File: config.mk
export PLATFORM = sky130hd
export DESIGN_NAME = mem_port_arbiter
export DESIGN_NICKNAME = d
export VERILOG_FILES = /design/src/rtl/mem_port_arbiter.sv
export SDC_FILE = /design/constraint.sdc
export NUM_CORES = 1
export LEC_CHECK = 0
export CORE_ASPECT_RATIO = 1.4
export CORE_MARGIN = 8
export CORE_UTILIZATION = 31
export CTS_CLUSTER_DIAMETER = 150
export CTS_CLUSTER_SIZE = 8
export DETAILED_ROUTE_END_ITERATION = 12
export PLACE_DENSITY = 0.6
export RECOVER_POWER = 100
export SETUP_SLACK_MARGIN = 0.02
export SLEW_MARGIN = 30
export SYNTH_ARGS = -nofsm -noshare
export SYNTH_HDL_FRONTEND = slang
export SYNTH_SLANG_ARGS = --single-unit
File: constraint.sdc
create_clock -name clk -period 1.5 [get_ports clk]
set_input_delay 0.3 -clock clk [delete_from_list [all_inputs] [get_ports clk]]
set_output_delay 0.3 -clock clk [all_outputs]
set_load 0.005 [all_outputs]
File: src/rtl/mem_port_arbiter.sv
// Arbitrates the single-port synchronous memory between instruction fetch and load/store data.
// Round-robin on ties, one fixed-latency access at a time, one-cycle ack back to the winner.
module mem_port_arbiter #(
    parameter int unsigned AW      = 10,
    parameter int unsigned DW      = 32,
    parameter int unsigned MEM_LAT = 1
) (
    input  logic            clk,
    input  logic            rst,
    input  logic            if_req,
    input  logic [AW-1:0]   if_addr,
    output logic [DW-1:0]   if_rdata,
    output logic            if_ack,
    input  logic            d_req,
    input  logic            d_we,
    input  logic [AW-1:0]   d_addr,
    input  logic [DW-1:0]   d_wdata,
    input  logic [DW/8-1:0] d_be,
    output logic [DW-1:0]   d_rdata,
    output logic            d_ack,
    output logic            mem_en,
    output logic            mem_we,
    output logic [AW-1:0]   mem_addr,
    output logic [DW-1:0]   mem_wdata,
    output logic [DW/8-1:0] mem_be,
    input  logic [DW-1:0]   mem_rdata,
    output logic            busy
);

    localparam int unsigned BW = DW / 8;
    localparam int unsigned CW = 4;

    typedef enum logic [1:0] {
        IDLE  = 2'd0,
        ISSUE = 2'd1,
        WAIT  = 2'd2,
        RESP  = 2'd3
    } state_t;

    // Requester identity used for both the current owner and last_grant.
    localparam logic SRC_IF = 1'b0;
    localparam logic SRC_D  = 1'b1;

    state_t          state_q, state_d;
    logic [CW-1:0]   cnt_q, cnt_d;
    logic            last_q, last_d;
    logic            owner_q, owner_d;
    logic            win_c;

    logic            mem_en_d, mem_we_d, if_ack_d, d_ack_d, busy_d;
    logic [AW-1:0]   mem_addr_d;
    logic [DW-1:0]   mem_wdata_d, if_rdata_d, d_rdata_d;
    logic [BW-1:0]   mem_be_d;

    // Data side wins when it is the only requester, or on a tie after a fetch grant.
    assign win_c = d_req && (!if_req || (last_q == SRC_IF));

    // Next-state and next-output logic.
    always_comb begin
        state_d     = state_q;
        cnt_d       = cnt_q;
        last_d      = last_q;
        owner_d     = owner_q;
        mem_en_d    = 1'b0;
        mem_we_d    = mem_we;
        mem_addr_d  = mem_addr;
        mem_wdata_d = mem_wdata;
        mem_be_d    = mem_be;
        if_rdata_d  = if_rdata;
        d_rdata_d   = d_rdata;
        if_ack_d    = 1'b0;
        d_ack_d     = 1'b0;

        case (state_q)
            IDLE: begin
                if (if_req || d_req) begin
                    owner_d  = win_c;
                    last_d   = win_c;
                    mem_en_d = 1'b1;
                    state_d  = ISSUE;
                    if (win_c == SRC_D) begin
                        mem_we_d    = d_we;
                        mem_addr_d  = d_addr;
                        mem_wdata_d = d_wdata;
                        mem_be_d    = d_we ? d_be : {BW{1'b1}};
                    end else begin
                        mem_we_d    = 1'b0;
                        mem_addr_d  = if_addr;
                        mem_wdata_d = '0;
                        mem_be_d    = {BW{1'b1}};
                    end
                end
            end
            ISSUE: begin
                cnt_d   = CW'(MEM_LAT - 1);
                state_d = WAIT;
            end
            WAIT: begin
                if (cnt_q == '0) begin
                    state_d = RESP;
                    if (owner_q == SRC_D) begin
                        d_ack_d = 1'b1;
                        if (!mem_we) d_rdata_d = mem_rdata;
                    end else begin
                        if_ack_d = 1'b1;
                        if (!mem_we) if_rdata_d = mem_rdata;
                    end
                end else begin
                    cnt_d = cnt_q - CW'(1);
                end
            end
            RESP: begin
                state_d = IDLE;
            end
            default: begin
                state_d = IDLE;
            end
        endcase

        busy_d = (state_d != IDLE);
    end

    // State and registered outputs.
    always_ff @(posedge clk or negedge rst) begin
        if (!rst) begin
            state_q   <= IDLE;
            cnt_q     <= '0;
            last_q    <= SRC_D;
            owner_q   <= SRC_IF;
            mem_en    <= 1'b0;
            mem_we    <= 1'b0;
            mem_addr  <= '0;
            mem_wdata <= '0;
            mem_be    <= '0;
            if_rdata  <= '0;
            d_rdata   <= '0;
            if_ack    <= 1'b0;
            d_ack     <= 1'b0;
            busy      <= 1'b0;
        end else begin
            state_q   <= state_d;
            cnt_q     <= cnt_d;
            last_q    <= last_d;
            owner_q   <= owner_d;
            mem_en    <= mem_en_d;
            mem_we    <= mem_we_d;
            mem_addr  <= mem_addr_d;
            mem_wdata <= mem_wdata_d;
            mem_be    <= mem_be_d;
            if_rdata  <= if_rdata_d;
            d_rdata   <= d_rdata_d;
            if_ack    <= if_ack_d;
            d_ack     <= d_ack_d;
            busy      <= busy_d;
        end
    end

endmodule

==> Word level (Yosys, flattened, before mapping) <==
Index checks and enable logic that the tools add are counted.
{ "totals": {"in_bits": 93, "elab_cells": 52, "register_bits": 123, "out_inout_bits": 115} }
{ "classes": {"reduce_logical": 12, "n_eq_ne": 4, "muxes": 18, "bitwise": 3, "add_sub_neg": 1} }
{ "op_table": {"columns": ["op", "n"], "rows": [
  ["two-way mux 32 bit", 1],
  ["two-way mux 4 bit", 3],
  ["two-way mux 10 bit", 1],
  ["two-way mux 1 bit", 9],
  ["case mux 2 bit (4 select lines)", 1],
  ["case mux 4 bit (2 select lines)", 1],
  ["AND reduction 4 bit", 2],
  ["equality test 2 bit, second input constant", 2],
  ["logical NOT 4 bit", 1],
  ["two-way mux 2 bit", 2],
  ["AND reduction 2 bit", 2],
  ["nonzero test 2 bit", 2],
  ["subtractor 4 x 1 -> 4 bit, second input constant", 1],
  ["inverter 1 bit", 3],
  ["equality test 2 x 1 -> 1 bit, second input constant", 1],
  ["logical NOT 2 bit", 1],
  ["logical OR 1 bit", 2],
  ["inequality test 2 bit, second input constant", 1],
  ["logical AND 1 bit", 1],
  ["logical NOT 1 bit", 1]
]} }

==> Logic depth before layout (Yosys ltp) <==
{ "logic_depth": {"ltp_word": 4, "depth_mapped": 7, "depth_no_buf": 6} }

==> Worst setup path before layout <==
OpenSTA, ideal clock, no wires.
{ "synth_path": {"path_type": "flip-flop to flip-flop", "start": "register state_q[0]", "end": "register d_rdata[0]", "arrival_time_ns": 1.589, "synth_period_minus_slack_ns": 1.714, "stages_incl_launch_ff": 7, "n_path_buf": 1, "setup_slack_ns": -0.214, "required_time_ns": 1.375, "path_cell_list": "dfrtp_1 inv_1 ha_1 and4bb_4 nand3b_4 buf_6 mux2_4"} }
{ "synth_via": {"elab_chain_len": 2} }
{ "synth_lines": {"columns": ["item", "line_no", "source"], "rows": [
  ["start, declared", "44", "state_t state_q, state_d;"],
  ["start signal, assigned", "141", "state_q <= state_d;"],
  ["equality test 2 bit", "74", "case (state_q)"],
  ["AND reduction 4 bit (no line)", null, null],
  ["end signal, assigned", "151", "d_rdata <= d_rdata_d;"],
  ["end, declared", "19", "output logic [DW-1:0] d_rdata,"]
]} }
No other way between the ends.
A chain may end at the register's enable or synchronous reset.

==> Worst setup path in the final report <==
{ "layout_path": {"start": "register cnt_q[1]", "end": "register d_rdata[13]"} }
{ "layout_via": {"elab_chain_len": 2} }
{ "layout_lines": {"columns": ["item", "line_no", "source"], "rows": [
  ["start, declared", "45", "logic [CW-1:0] cnt_q, cnt_d;"],
  ["start signal, assigned", "142", "cnt_q <= cnt_d;"],
  ["logical NOT 4 bit", "99", "if (cnt_q == '0) begin"],
  ["AND reduction 4 bit (no line)", null, null]
]} }
No other way between the ends.

==> flow_summary.ini <==
[cells_and_area]
instances_no_fill = 788
area_growth_pct = 68.1
nNetsFinal = 678
diodes = 0
layout-drive-gt1-share_pct = 26.9

[routing]
route.detailed.drc = 0
ant_nets = 0
viasPerCell = 4.65
first_iter_violations = 190
vias = 3668
first_pass_iters = 4
drt-total-wl_um = 14600
routedWlPerCell_um = 18.6

[clocking]
cts_tree = built
cts.path.max_buffers = 2
cts.clk_slew.worst_paths_ps = 60
numCtsBuffers = 17
cts.sinks = 123
cts-root-buf = clkbuf_16
insertion_delay_ps = 410
cts_max_level = 4

[pwr]
peakVddDrop_v = 0.000817
leakage_uw = 0.00387
p_per_area_mw_per_mm2 = 2150

[placed_design]
dp.cells = 743
gp_congestion = 0.709
io_buffers = 207
dp_hpwl_um = 10400

[synth]
synth_common_cells = 122 x dfrtp_1, 33 x mux2_2, 32 x a22o_1
synth_top_area_share_pct = 63.2
synthFlopType = dfrtp_1
syn_avg_cell_area_um2 = 14.7
ys_seq_elements = 123
post-synth-top-count-cell = dfrtp_1
synth-edff-count = 0
synth_nets = 427
synth-seq-area-share_pct = 63.8
netlist-cell-type-count = 34
syn_area_mm2 = 0.00483
yosys_warnings = 0
synth_area_leaders = dfrtp_1 63%, mux2_4 9.3%, mux2_2 7.7%
async_flop_share_pct = 100
synthCells = 328
yosys.area.top_type = dfrtp_1

[global_routing]
track_usage_pct = 14.9
grt_pass1_vias = 4164
grt_start_max_net_pins = 85
grt_pass1_wl_um = 23000
grt_overflow = 0
antenna_found_initial = 0

[timing]
timing.final.ws_setup_ps = -180
worst_slew_pin_slew_ps = 973
setup_viol = 66
max_clock_freq_mhz = 595
fin_skew_ps = 13.7
rsz0062_at_grt = true
final_max_slew_viol_count = 0
min_period_ps = 1680
setup_tns_ps = -9870
final-hold-violation-count = 0
slew_headroom_pct = 35.1
min_period_over_period_pct = 112

[run_status]
status = finished, violations left
failed_checks = setup timing

[floorplan]
rows = 54
die-area_mm2 = 0.0199
core_area_mm2 = 0.0154
die_h_um = 164
ios = 208
die_w_um = 121
start_util_pct = 31.4

[setup_path]
cp.required_ps = 1780
crit_type = reg2reg
r2r_cells = 6
startpoint_type = register
r2r_end = d_rdata[13]
end_kind = register
rrSetupSlack_ps = -180
worstReg2RegStart = cnt_q[1]
path_max_fanout = 14
crit_arrival_ps = 1960

[job]
drv_cap = 0

[worst_hold_path]
hold_path_end = mem_addr[6]
hp-start = if_addr[6]
hold_path_class = in2reg
holdPathStages = 3
==> stage by stage <==
stage	total power (uW)	hold WS, ps	setup WS [ps]	area, um2	util, %
3_3_place_gp	13500	370	-224	7360	47.8
5_1_grt	18500	419	-219	8120	52.7
2_1_floorplan	9040	4.41	-108	4860	-
6_report	17400	436	-180	8120	52.7
4_1_cts	17500	414	-173	8070	52.4
3_5_place_dp	13700	373	-264	7360	47.8
==> registers in the layout, summed over array words and instances (netlist names), 2 cells and up <==
| name | count |
|---|---|
| mem_be | 4 |
| state_q | 2 |
| mem_addr | 10 |
| mem_wdata | 32 |
| if_rdata | 32 |
| cnt_q | 4 |
| d_rdata | 32 |
==> layer usage <==
| layer | share of wire [%] | global-route usage, % |
|---|---|---|
| met2 | 53 | 26.6 |
| met5 | 0 | 0 |
| met1 | 37 | 15.7 |
| met4 | 1.6 | 4.67 |
| met3 | 7.4 | 5.71 |
==> final cells by class <==
cell class | count | area [um2]
well taps | 196 | 245
fillers | 1377 | 7290
clock buffers | 18 | 439
flip-flops and latches | 123 | 3080
multi-input cells | 183 | 1750
clock inverters | 14 | 180
inverters | 5 | 18.8
repair buffers | 249 | 2410
==> power breakdown <==
group | switching, uW | total (uW) | internal (uW)
clock network | 1580 | 4280 | 2700
logic | 2840 | 7370 | 4530
registers | 839 | 5800 | 4960
total | 5260 | 17400 | 12200
==> cells in the final DEF (no fill, tap or decap), drive strengths merged, types with 3 or more instances in the layout <==
master / count
buf: 39
a22o: 32
bufinv: 3
dlygate4sd2: 115
clkdlybuf4s50: 91
ha: 6
o22a: 4
inv: 12
a21oi: 20
nand2: 16
o21ai: 8
clkbuf: 21
dfrtp: 122
mux2: 64
nor2: 14
==> logic make-up after synthesis <==
kind of cell	synth area share, %
adder cells (fa/ha/maj)	1.55
buffers and inverters	2.36
AND/OR/NAND/NOR	4.61
AO/OA/AOI/OAI	10.5
multiplexers	17.3
flip-flops	63.8
==> worst max-delay path by stage <==
stage / startpoint / to / slack, ps
floorplan: cnt_q[0] / d_rdata[0] / -110
global placement: if_req / mem_be[0] / -220
detailed placement: if_req / mem_be[2] / -260
CTS: state_q[0] / d_rdata[13] / -170
global route: cnt_q[1] / d_rdata[13] / -220
finish: cnt_q[1] / d_rdata[13] / -180
==> timing repair <==
item / 4_1_cts / 5_1_grt
gates cloned: 3 / 1
pin swaps: 4 / 3
setup buffers: 6 / 3
hold buffers: 1 / 0
endpoints found under the hold margin: 122 / 0
setup endpoints to repair: 214 / 113
resized for setup: 136 / 8
==> critical path, cell delays in order, from the launching register on <==
cell and delay (ps):
dfrtp_1 390, inv_2 90, ha_4 140, and4bb_4 280
nand3b_4 150, buf_12 200, mux2_4 300
Power figures use the tool's default switching activity.
